## src/rtl/sram_stream_reader.sv

```systemverilog
// Streams a burst of SRAM words out on valid/ready; first word is valid 3 cycles after start is sampled.
// Backpressure: reads stall once FIFO occupancy + in-flight read reach 3; m_data/m_last hold while m_ready=0.
module sram_stream_reader #(
    parameter int ADDR_WIDTH = 11,
    parameter int DATA_WIDTH = 32
) (
    input  logic                         clk,
    input  logic                         rst,
    input  logic                         start,
    input  logic [ADDR_WIDTH-1:0]        base_addr,
    input  logic [ADDR_WIDTH:0]          length,
    output logic                         busy,
    output logic                         done,
    output logic [ADDR_WIDTH-1:0]        sram_raddr,
    input  logic signed [DATA_WIDTH-1:0] sram_dout,
    output logic                         m_valid,
    input  logic                         m_ready,
    output logic signed [DATA_WIDTH-1:0] m_data,
    output logic                         m_last
);

    typedef enum logic [1:0] {
        IDLE = 2'd0,
        RUN  = 2'd1,
        FIN  = 2'd2
    } state_t;

    localparam logic [ADDR_WIDTH-1:0] ADDR_ONE = {{(ADDR_WIDTH-1){1'b0}}, 1'b1};
    localparam logic [ADDR_WIDTH:0]   CNT_ZERO = '0;
    localparam logic [ADDR_WIDTH:0]   CNT_ONE  = {{ADDR_WIDTH{1'b0}}, 1'b1};

    state_t                         state;
    state_t                         state_nxt;
    logic [ADDR_WIDTH-1:0]          addr_reg;
    logic [ADDR_WIDTH:0]            issue_left;
    logic [ADDR_WIDTH:0]            pop_left;
    logic                           inflight;
    logic signed [DATA_WIDTH-1:0]   fifo_mem [0:2];
    logic [1:0]                     rd_ptr;
    logic [1:0]                     wr_ptr;
    logic [1:0]                     fifo_count;
    logic [2:0]                     credit_used;
    logic                           accept;
    logic                           issue;
    logic                           push;
    logic                           pop;

    function automatic logic [1:0] ptr_inc(input logic [1:0] p);
        return (p == 2'd2) ? 2'd0 : p + 2'd1;
    endfunction

    assign sram_raddr  = addr_reg;
    assign m_valid     = (fifo_count != 2'd0);
    assign m_data      = fifo_mem[rd_ptr];
    assign m_last      = m_valid && (pop_left == CNT_ONE);
    assign push        = inflight;
    assign pop         = m_valid && m_ready;
    // Registered occupancy only: a pop this cycle frees its slot for next cycle's issue.
    assign credit_used = {1'b0, fifo_count} + {2'b00, inflight};

    always_comb begin
        state_nxt = state;
        accept    = 1'b0;
        issue     = 1'b0;
        busy      = 1'b0;
        done      = 1'b0;
        case (state)
            IDLE: begin
                if (start) begin
                    accept    = 1'b1;
                    state_nxt = (length == CNT_ZERO) ? FIN : RUN;
                end
            end
            RUN: begin
                busy  = 1'b1;
                issue = (issue_left != CNT_ZERO) && (credit_used < 3'd3);
                if (pop && (pop_left == CNT_ONE)) begin
                    state_nxt = FIN;
                end
            end
            FIN: begin
                done      = 1'b1;
                state_nxt = IDLE;
            end
            default: state_nxt = IDLE;
        endcase
    end

    always_ff @(posedge clk) begin
        if (rst) begin
            state      <= IDLE;
            addr_reg   <= '0;
            issue_left <= '0;
            pop_left   <= '0;
            inflight   <= 1'b0;
            rd_ptr     <= 2'd0;
            wr_ptr     <= 2'd0;
            fifo_count <= 2'd0;
        end else begin
            state    <= state_nxt;
            inflight <= issue;

            if (accept) begin
                addr_reg   <= base_addr;
                issue_left <= length;
                pop_left   <= length;
            end else begin
                if (issue) begin
                    addr_reg   <= addr_reg + ADDR_ONE;
                    issue_left <= issue_left - CNT_ONE;
                end
                if (pop) begin
                    pop_left <= pop_left - CNT_ONE;
                end
            end

            if (push) begin
                wr_ptr <= ptr_inc(wr_ptr);
            end
            if (pop) begin
                rd_ptr <= ptr_inc(rd_ptr);
            end

            case ({push, pop})
                2'b10:   fifo_count <= fifo_count + 2'd1;
                2'b01:   fifo_count <= fifo_count - 2'd1;
                default: fifo_count <= fifo_count;
            endcase
        end
    end

    // Storage needs no reset: occupancy alone decides what is visible.
    always_ff @(posedge clk) begin
        if (push) begin
            fifo_mem[wr_ptr] <= sram_dout;
        end
    end

endmodule

```

## config.mk

```make
export PLATFORM = sky130hd
export DESIGN_NAME = sram_stream_reader
export DESIGN_NICKNAME = d
export VERILOG_FILES = /design/src/rtl/sram_stream_reader.sv
export SDC_FILE = /design/constraint.sdc
export NUM_CORES = 1
export LEC_CHECK = 0
export ABC_AREA = 1
export CORE_ASPECT_RATIO = 1.4
export CORE_UTILIZATION = 53
export DETAILED_ROUTE_END_ITERATION = 7
export GPL_TIMING_DRIVEN = 0
export MAX_ROUTING_LAYER = met4
export PLACE_DENSITY = 0.82
export RECOVER_POWER = 25
export SYNTH_ARGS = -nofsm -noshare
export SYNTH_HDL_FRONTEND = slang
export SYNTH_SLANG_ARGS = --single-unit
```

## constraint.sdc

```tcl
create_clock -name clk -period 3.9 [get_ports clk]
set_input_delay 0.78 -clock clk [delete_from_list [all_inputs] [get_ports clk]]
set_output_delay 0.78 -clock clk [all_outputs]
set_load 0.03 [all_outputs]
```

==> out/qor.yml <==
fp.dieH_um: 132
synth_cell_types: 35
ctsHtreeMaxLevel: 4
cts_tree: "yes"
startpoint_type: "register"
grt_pass1_wl_mm: 25.9
hpwl_mm: 11.7
clkPwrFrac: 0.333
min_period_ns: 3.37
placed_area_mm2: 0.00771
synth_area_mm2: 0.00640
firstDrtPassIters: 5
outcome: "complete, no violations"
cp.required_ns: 3.12
totalWireLength_mm: 16.6
cts_setup_buffers: 0
cp-end-kind: "output port"
fin_nets: 886
wire_per_inst_um: 16.9
postLayoutCellArea_mm2: 0.00827
finalHoldViolCount: 0
max-cap-violations: 0
netSwitchingFraction: 0.339
grt_setup_unrepaired: "false"
max-clock-path-buffers: 2
synth_nets: 757
gp_congestion: 0.907
cp.arrival_ns: 2.59
port_buffers: 104
worst_slew_pin_slew_ns: 1.33
area_growth_syn_to_layout_pct: 29.2
finClkSkew_ns: 0.0119
synth.avg_cell_area_um2: 9.28
yosysTopAreaCellShare: 0.450
cp-endpoint: "m_data[23]"
critPathMaxFanout: 10
gr-total-overflow: 0
drc: 0
grt_start_max_net_pins: 33
finalMaxSlewViolations: 0
async_flop_share: 0
whs_ns: 0.494
rows: 47
grt_pass1_vias: 5360
yosysTopAreaCell: "edfxtp_1"
finalSetupViolations: 0
synth_commonest_cells: "nand2_1 (144), edfxtp_1 (96), nor2_1 (94)"
path_class: "register to output port"
cts_resized: 0
clkTransAtPathRegs_ns: 0.06
p_seq_frac: 0.390
die_w_um: 94.9
timing.rr.end: "fifo_mem[0][20]"
ir_worst_vdd_v: 0.000360
clk_latency_ns: 0.43
fin_setup_tns_ns: 0
route.vias.total: 5396
clock_sinks: 142
grt.total_usage: 0.285
combPwrFrac: 0.277
drt_iter0_markers: 319
dieArea_mm2: 0.0125
relSlewSlack: 0.114
max_clock_freq_ghz: 0.297
regToRegSetupSlack_ns: 1.98
core_mm2: 0.0118
nFillCells: 882
switchingPower_mw: 1.54
final_layout_size_suffix_gt1_frac: 0.0841
synth.area.top_cells: "edfxtp_1 (45%), dfxtp_1 (14%), nand2_1 (8.4%)"
start_util: 0.542
viasPerCell: 5.49
leakage_nw: 3.21
hold_path_class: "register to register"
pin_count: 106
postRouteAntennaNets: 0
cts_buffers: 17
ctsRootBufferMaster: "clkbuf_16"
critical_path.reg2reg.startpoint: "inflight"
yosysSeqAreaShare: 0.594
r2r_cells: 5
synth-edff-count: 96
synth_ff_type: "edfxtp_1"
antenna_found_initial: 2
synth_seq_cells: 142
holdBufCountCts: 0
power.internal_mw: 3.01
synth.most_common_cell: "nand2_1"
yosysWarnings: 0
power_density_mw_per_mm2: 551
period_share: 0.864
synthCells: 690
==> worst max-delay path, stage by stage, from the launching register on <==
cell             delay [ns]
dfxtp_1                0.31
clkbuf_1               0.18
inv_1                  0.20
clkbuf_1               0.43
nor2_1                 0.10
a21oi_1                0.20
clkdlybuf4s50_1        0.74
==> how the worst min path moves through the flow <==
stage                   start  slack [ns]        end  depth (start not counted)
floorplan           wr_ptr[1]        0.46  wr_ptr[1]                          2
global placement    wr_ptr[1]        0.47  wr_ptr[1]                          2
detailed placement  wr_ptr[1]        0.49  wr_ptr[1]                          2
CTS                 wr_ptr[1]        0.50  wr_ptr[1]                          2
global route        rd_ptr[1]        0.53  rd_ptr[1]                          2
finish              wr_ptr[1]        0.49  wr_ptr[1]                          2
==> per-stage QoR <==
step	setup slack, ns	total power [mW]	std cells	utilization
after floorplan	0.763	2.60	690	-
after global placement	-0.703	3.02	941	0.645
after detailed placement	0.980	3.06	947	0.653
after CTS	0.529	4.57	979	0.699
after global routing	0.395	4.76	981	0.700
final	0.531	4.56	982	0.700
==> routing by layer <==
| metal | vias to the layer above | track usage | share of wire |
|---|---|---|---|
| li1 | 2585 | - | - |
| met1 | 2544 | 0.282 | 0.37 |
| met2 | 223 | 0.503 | 0.53 |
| met3 | 44 | 0.0755 | 0.064 |
| met4 | 0 | 0.141 | 0.035 |
| met5 | - | - | 0 |
==> final cells by class <==
cell class,count,area (um2),area share
Sequential cell,142,3800,0.460
Multi-Input combinational cell,460,2240,0.271
Timing Repair Buffer,110,1120,0.135
Clock buffer,17,425,0.0514
Inverter,59,221,0.0268
Tap cell,147,184,0.0222
Buffer,29,144,0.0174
Clock inverter,15,128,0.0154
Antenna cell,3,7.51,0.000907
==> power groups by stage <==
stage	Clock, mW	Sequential, mW	Combinational [mW]
CTS	1.53	1.77	1.27
detailed placement	0	1.81	1.26
global placement	0	1.81	1.22
global route	1.59	1.79	1.37
floorplan	0	1.82	0.779
finish	1.52	1.78	1.26
==> cell usage in the layout (no fill, tap or decap), types with 3 or more instances in the layout <==
cell	count
nand2_1	144
edfxtp_1	96
nor2_1	94
a21oi_1	92
clkdlybuf4s50_1	79
inv_1	53
nand3_1	48
dfxtp_1	46
dlygate4sd3_1	25
clkbuf_1	20
o21ai_0	19
clkbuf_16	17
buf_6	8
ha_1	8
xor2_1	7
inv_6	6
inv_2	5
nor3_2	5
nand4_1	5
xnor2_1	5
clkinvlp_4	5
a31oi_1	4
buf_2	4
diode_2	3
nand3_2	3
o211ai_1	3
nand2_2	3
a21oi_2	3
o21a_1	3
inv_8	3
==> flip-flops by register name, indices dropped and copies added, names as in the netlist, named ones only <==
name,cells
pop_left,12
fifo_mem,96
fifo_count,2
sram_raddr,11
rd_ptr,2
wr_ptr,2
inflight,1
state,2
issue_left,12
==> cell families (layout without fill, tap and decap cells) <==
group                    Yosys count  in the layout  share of synthesized area
AND/OR/NAND/NOR                  312            312                      0.210
adder cells (fa/ha/maj)            8              8                     0.0156
other                              0              3                          0
XOR/XNOR                          12             12                     0.0164
flip-flops                       142            142                      0.594
buffers and inverters             88            230                     0.0571
AO/OA/AOI/OAI                    128            128                      0.107
(Power assumes the default switching activity.)
